--- src/rtl/wb_arbiter.sv ---
// wb_arbiter: register-file writeback arbiter between the pipeline and a
// multdiv unit. Pipeline writes always win; multdiv results wait in a small
// FIFO and drain on cycles the pipeline leaves free. When the FIFO has waited
// too long, wb_hold asks the pipeline for one bubble.
//
// Parameters:
//   DEPTH       multdiv result buffer entries (power of two, 2..8)
//   STARVE_MAX  non-draining cycles before wb_hold asserts (1..15)
//
// Ports:
//   clock, ctrl_reset_n                  clock, async active-low reset
//   wb_valid, wb_reg, wb_data            pipeline writeback request
//   md_valid, md_ready, md_reg, md_data  multdiv result handshake
//   rd_regA, rd_regB, raw_stall          decode-stage hazard check
//   wb_hold                              pipeline bubble request
//   ctrl_writeEnable, ctrl_writeReg,
//   data_writeReg                        registered register-file write port
//
// Optional feature: define WB_ARB_BYPASS_EN to let a multdiv result skip the
// empty buffer on an otherwise idle cycle (1-cycle latency).

module wb_arbiter #(
  parameter int DEPTH      = 2,
  parameter int STARVE_MAX = 4
) (
  input  logic        clock,
  input  logic        ctrl_reset_n,
  input  logic        wb_valid,
  input  logic [4:0]  wb_reg,
  input  logic [31:0] wb_data,
  input  logic        md_valid,
  output logic        md_ready,
  input  logic [4:0]  md_reg,
  input  logic [31:0] md_data,
  input  logic [4:0]  rd_regA,
  input  logic [4:0]  rd_regB,
  output logic        raw_stall,
  output logic        wb_hold,
  output logic        ctrl_writeEnable,
  output logic [4:0]  ctrl_writeReg,
  output logic [31:0] data_writeReg
);

  localparam int PW = (DEPTH > 1) ? $clog2(DEPTH) : 1;
  localparam int CW = $clog2(DEPTH + 1);
  localparam logic [CW-1:0] DEPTH_C  = CW'(DEPTH);
  localparam logic [3:0]    STARVE_C = 4'(STARVE_MAX);

  logic [4:0]       reg_mem_q  [DEPTH];
  logic [31:0]      data_mem_q [DEPTH];
  logic [DEPTH-1:0] valid_q, valid_d;
  logic [PW-1:0]    rd_ptr_q, rd_ptr_d;
  logic [PW-1:0]    wr_ptr_q, wr_ptr_d;
  logic [CW-1:0]    count_q, count_d;
  logic [3:0]       starve_q, starve_d;
  logic             we_q, we_d;
  logic [4:0]       wreg_q, wreg_d;
  logic [31:0]      wdata_q, wdata_d;

  logic pipe_wr, md_take, bypass, push, pop;
  logic hit_a, hit_b;

  // md_ready looks only at current occupancy, never at a same-cycle pop,
  // so a full buffer always refuses for at least one cycle.
  assign md_ready = ctrl_reset_n && (count_q < DEPTH_C);
  assign pipe_wr  = wb_valid && (wb_reg != 5'd0);
  // Writes to r0 are accepted and dropped on the floor.
  assign md_take  = md_valid && md_ready && (md_reg != 5'd0);
  assign pop      = !pipe_wr && (count_q != '0);

`ifdef WB_ARB_BYPASS_EN
  assign bypass = md_take && (count_q == '0) && !pipe_wr;
`else
  assign bypass = 1'b0;
`endif

  assign push = md_take && !bypass;

  always_comb begin
    we_d    = 1'b0;
    wreg_d  = wreg_q;
    wdata_d = wdata_q;
    if (pipe_wr) begin
      we_d    = 1'b1;
      wreg_d  = wb_reg;
      wdata_d = wb_data;
    end else if (pop) begin
      we_d    = 1'b1;
      wreg_d  = reg_mem_q[rd_ptr_q];
      wdata_d = data_mem_q[rd_ptr_q];
    end else if (bypass) begin
      we_d    = 1'b1;
      wreg_d  = md_reg;
      wdata_d = md_data;
    end
  end

  always_comb begin
    valid_d  = valid_q;
    rd_ptr_d = rd_ptr_q;
    wr_ptr_d = wr_ptr_q;
    count_d  = count_q;
    if (pop) begin
      valid_d[rd_ptr_q] = 1'b0;
      rd_ptr_d          = rd_ptr_q + PW'(1);
    end
    if (push) begin
      valid_d[wr_ptr_q] = 1'b1;
      wr_ptr_d          = wr_ptr_q + PW'(1);
    end
    if (push && !pop)      count_d = count_q + CW'(1);
    else if (pop && !push) count_d = count_q - CW'(1);
  end

  // Saturating wait counter; an empty buffer or any drain resets it.
  always_comb begin
    starve_d = starve_q;
    if ((count_q == '0) || pop) starve_d = 4'd0;
    else if (starve_q != 4'hF)  starve_d = starve_q + 4'd1;
  end

  assign wb_hold = (starve_q >= STARVE_C);

  always_ff @(posedge clock or negedge ctrl_reset_n) begin
    if (!ctrl_reset_n) begin
      valid_q  <= '0;
      rd_ptr_q <= '0;
      wr_ptr_q <= '0;
      count_q  <= '0;
      starve_q <= 4'd0;
      we_q     <= 1'b0;
      wreg_q   <= 5'd0;
      wdata_q  <= 32'd0;
    end else begin
      valid_q  <= valid_d;
      rd_ptr_q <= rd_ptr_d;
      wr_ptr_q <= wr_ptr_d;
      count_q  <= count_d;
      starve_q <= starve_d;
      we_q     <= we_d;
      wreg_q   <= wreg_d;
      wdata_q  <= wdata_d;
    end
  end

  // Entry storage needs no reset; valid_q qualifies every read.
  always_ff @(posedge clock) begin
    if (push) begin
      reg_mem_q[wr_ptr_q]  <= md_reg;
      data_mem_q[wr_ptr_q] <= md_data;
    end
  end

  // A source is stale if it is still buffered, or issued last edge and not
  // yet readable from the register file.
  always_comb begin
    hit_a = we_q && (wreg_q == rd_regA);
    hit_b = we_q && (wreg_q == rd_regB);
    for (int i = 0; i < DEPTH; i++) begin
      if (valid_q[i] && (reg_mem_q[i] == rd_regA)) hit_a = 1'b1;
      if (valid_q[i] && (reg_mem_q[i] == rd_regB)) hit_b = 1'b1;
    end
  end

  assign raw_stall = ((rd_regA != 5'd0) && hit_a) || ((rd_regB != 5'd0) && hit_b);

  assign ctrl_writeEnable = we_q;
  assign ctrl_writeReg    = wreg_q;
  assign data_writeReg    = wdata_q;

endmodule

--- config.mk ---
export PLATFORM = sky130hd
export DESIGN_NAME = wb_arbiter
export DESIGN_NICKNAME = d
export VERILOG_FILES = /design/src/rtl/wb_arbiter.sv
export SDC_FILE = /design/constraint.sdc
export NUM_CORES = 1
export LEC_CHECK = 0
export ABC_AREA = 1
export CELL_PAD_IN_SITES_DETAIL_PLACEMENT = 0
export CELL_PAD_IN_SITES_GLOBAL_PLACEMENT = 2
export CORE_MARGIN = 5
export CORE_UTILIZATION = 32
export DETAILED_ROUTE_END_ITERATION = 12
export PLACE_DENSITY_LB_ADDON = 0.1
export SETUP_SLACK_MARGIN = 0.5
export SYNTH_ARGS = -nofsm -noshare
export SYNTH_HDL_FRONTEND = slang
export SYNTH_SLANG_ARGS = --single-unit
--- constraint.sdc ---
create_clock -name clock -period 3.9 [get_ports clock]
set_input_delay 1.17 -clock clock [delete_from_list [all_inputs] [get_ports clock]]
set_output_delay 1.17 -clock clock [all_outputs]
set_load 0.02 [all_outputs]
==> metrics.log <==
[metrics] number of global-route vias before repair: 4,508
[metrics] clock transition time at the flip-flop clock pins of the worst setup and hold paths: 0.06 ns
[metrics] most used flip-flop cell after synthesis: sky130_fd_sc_hd__edfxtp_1
[metrics] maximum clock insertion buffer count: 2
[metrics] most common library cells after synthesis: sky130_fd_sc_hd__nand2_1, sky130_fd_sc_hd__edfxtp_1, sky130_fd_sc_hd__nor2_1, sky130_fd_sc_hd__dfrtp_1, sky130_fd_sc_hd__nand3_1
[metrics] clk root buf: sky130_fd_sc_hd__clkbuf_16
[metrics] total congestion overflow after global routing: 0
[metrics] average wire per cell in the routed design: 15.7 um
[metrics] violation count after the first detailed-routing iteration: 193
[metrics] Crit path largest cell delay: approximately 0.63 ns
[metrics] final-report max-slew violation count: 0
[metrics] Port Buf Inserts: approximately 130
[metrics] worst clock skew on the final layout: between 0.006 and 0.007 ns
[metrics] Syn Inst Count: 596
[metrics] number of distinct library cell variants in the gate-level netlist after synthesis: 25
[metrics] final hold slack: 0.469 ns
[metrics] clock network latency to the later pin of the worst-skew pair: 0.41 ns
[metrics] global routing usage summed across all routing layers: 0.160
[metrics] antenna violations before repair: 0
[metrics] worst hold path class: reg2reg
[metrics] number of hold-slack violations in the final timing report: 0
[metrics] Syn-to-layout area delta: 38.1%
[metrics] number of iterations in the first detailed-routing pass: 4
[metrics] Warnings, synthesis: 0
[metrics] maximum number of pins on one net before global-route repair: 49
[metrics] measured slew at the worst slew-check pin: 0.730 ns
[metrics] Synth Cell Area: 0.00551 sq mm
[metrics] sinks on the clock net: 122
[metrics] via density per instance: 4.50
[metrics] dominant cell type by area after synthesis: sky130_fd_sc_hd__edfxtp_1
[metrics] number of CTS-inserted buffers: 17
[metrics] TNS Setup: 0 ns
[metrics] cell row count: 48
[metrics] minimum clock period: approximately 3.3 ns
[metrics] number of violations of the max-capacitance limit: 0
[metrics] Power Density: 658 mW/mm^2
[metrics] worst-path fanout max: 2
[metrics] LEAKAGE: 0.00327 uW
[metrics] result of the run: complete, no violations
[metrics] Post-Synthesis Net Count: 686
[metrics] global-route wire length before repair: about 24,000 um
[metrics] async set-reset flop share out of synthesis: 0.393
[metrics] final period utilization: 0.837
[metrics] average instance area after synthesis: 9.25 sq um
[metrics] final cell count without fillers: 972
[metrics] worst vdd ir: 355 uV
[metrics] CTS tree: built
[metrics] antenna-violating nets left: 0
[metrics] number of hold buffers added after cts: 0
[metrics] CTS H-tree lvls: 4
[metrics] buffer count from post-CTS setup fixing: 0
[metrics] number of antenna repair diodes: 0
[metrics] cells along the critical path: buf_2 > inv_1 > nor2_1 > clkdlybuf4s50_1
[metrics] Worst slew margin: 0.513
[metrics] cell type of the slowest stage on the worst timing path: sky130_fd_sc_hd__clkdlybuf4s50_1
[metrics] share of synthesized area occupied by flip-flops and latches: 0.621
[metrics] die width: 141 um
[metrics] y dimension of the die: 141 um
[metrics] arrival time of data at the critical path endpoint: 2.09 ns
[metrics] I/O pin count: 129
[metrics] Critical Path Start Type: input port
[metrics] Post-synth EDFFs: 74
[metrics] Core Area: 0.0171 sq mm
[metrics] Worst Setup End Kind: primary output
[metrics] critical path type: in2out
[metrics] HPWL after DPL: approximately 11,000 um
[metrics] Yosys top cell area share: 0.403
[metrics] required time reported for the critical path endpoint: 2.73 ns
[metrics] # fillers: between 1.5k and 2k
[metrics] Remaining DRCs: 0
[metrics] initial cell density of the core: 0.322
[metrics] number of placed instances with taps included: 940
[metrics] post-layout power: 5000 uW
[metrics] leading cell types by total area after synthesis: sky130_fd_sc_hd__edfxtp_1, sky130_fd_sc_hd__dfrtp_1, sky130_fd_sc_hd__nand2_1
[metrics] FMAX: 306 MHz
[metrics] number of setup violations in the final report: 0
[metrics] area enclosed by the die boundary: 0.0199 sq mm
[metrics] count of nets after finishing: 824
[metrics] number of storage elements in the synthesis netlist: roughly 120
[metrics] Routability Congestion: 0.828
[metrics] share of cells above drive strength 1: 0.0991
[metrics] Final Routed Wirelength: 15,300 um
[metrics] vias: between 4k and 5k
[metrics] most common cell in the netlist: sky130_fd_sc_hd__nand2_1
[metrics] unrepaired setup endpoints after global routing: false
==> area by class of cell <==
type / instances / area [sq um] / share of cell area
Timing Repair Buffer: 139 / 1340 / 0.176
Tap cell: 225 / 282 / 0.0370
Clock inverter: 13 / 191 / 0.0252
Multi-Input combinational cell: 412 / 1760 / 0.232
Clock buffer: 19 / 443 / 0.0582
Sequential cell: 122 / 3420 / 0.450
Inverter: 42 / 165 / 0.0217
==> placed cells by master (no fill, tap or decap), types with 4 or more instances in the layout <==
master	count
sky130_fd_sc_hd__nor3_1	4
sky130_fd_sc_hd__buf_4	8
sky130_fd_sc_hd__clkdlybuf4s50_1	116
sky130_fd_sc_hd__bufinv_16	4
sky130_fd_sc_hd__clkbuf_2	10
sky130_fd_sc_hd__nand2_1	256
sky130_fd_sc_hd__nor2_1	48
sky130_fd_sc_hd__o21ai_0	14
sky130_fd_sc_hd__dfrtp_1	47
sky130_fd_sc_hd__clkbuf_16	17
sky130_fd_sc_hd__a21oi_1	20
sky130_fd_sc_hd__inv_1	32
sky130_fd_sc_hd__nand3_1	43
sky130_fd_sc_hd__edfxtp_1	74
sky130_fd_sc_hd__inv_2	7
sky130_fd_sc_hd__o211ai_1	10
==> final timing paths <==
kind / start / end / slack (ns) / depth (start not counted)
worst max-delay path: ctrl_reset_n / md_ready / 0.64 / 4
worst min-delay path: count_q[0] / count_q[0] / 0.47 / 1
worst max register to register: count_q[1] / data_writeReg[31] / 2.23 / 7
worst min register to register: count_q[0] / count_q[0] / 0.47 / 1
max in group asynchronous: ctrl_reset_n / rd_ptr_q / 2.40 / 2
min in group asynchronous: ctrl_reset_n / data_writeReg[16] / 0.99 / 2
==> logic make-up after synthesis <==
group / Yosys count / synth area share
buf+inv: 62 / 0.0602
compound gates: 45 / 0.0454
xor+xnor: 4 / 0.00636
simple gates: 361 / 0.262
flops: 122 / 0.621
fa+ha+maj: 2 / 0.00454
==> power breakdown <==
| part | switching (uW) | internal (uW) | total (uW) |
|---|---|---|---|
| registers | 152 | 1630 | 1790 |
| logic | 927 | 610 | 1540 |
| clock network | 589 | 1090 | 1680 |
==> registers in the layout, indices dropped and copies added, names as in the netlist <==
register,flops
count_q,2
rd_ptr_q,1
reg_mem_q,10
ctrl_writeReg,5
valid_q,2
data_writeReg,32
starve_q,4
ctrl_writeEnable,1
data_mem_q,64
wr_ptr_q,1
==> what timing repair did <==
| action | 4_1_cts | 5_1_grt |
|---|---|---|
| setup endpoints to repair | 1 | 1 |
| gates resized for setup | 21 | 22 |
| pin swaps | 1 | 2 |
==> per-stage QoR <==
stage | area [sq um] | util | setup WS, ns
floorplan | 5510 | - | 0.935
finish | 7610 | 0.444 | 0.636
global placement | 7010 | 0.410 | -0.263
global route | 7610 | 0.444 | 0.546
detailed placement | 7010 | 0.410 | -0.261
CTS | 7640 | 0.446 | 0.510
==> critical path, delay by kind of cell <==
| kind | cells | cell delay [ns] |
|---|---|---|
| simple gates | 1 | 0.12 |
| buf+inv | 3 | 0.81 |
==> routing by layer <==
| metal | vias to the layer above | track usage | wire [um] |
|---|---|---|---|
| li1 | 2214 | - | - |
| met1 | 2021 | 0.207 | 6860 |
| met2 | 126 | 0.260 | 7290 |
| met3 | 12 | 0.0468 | 970 |
| met4 | 0 | 0.0469 | 157 |
| met5 | - | 0 | 0 |
No activity file was read; power rests on OpenSTA's default activity.
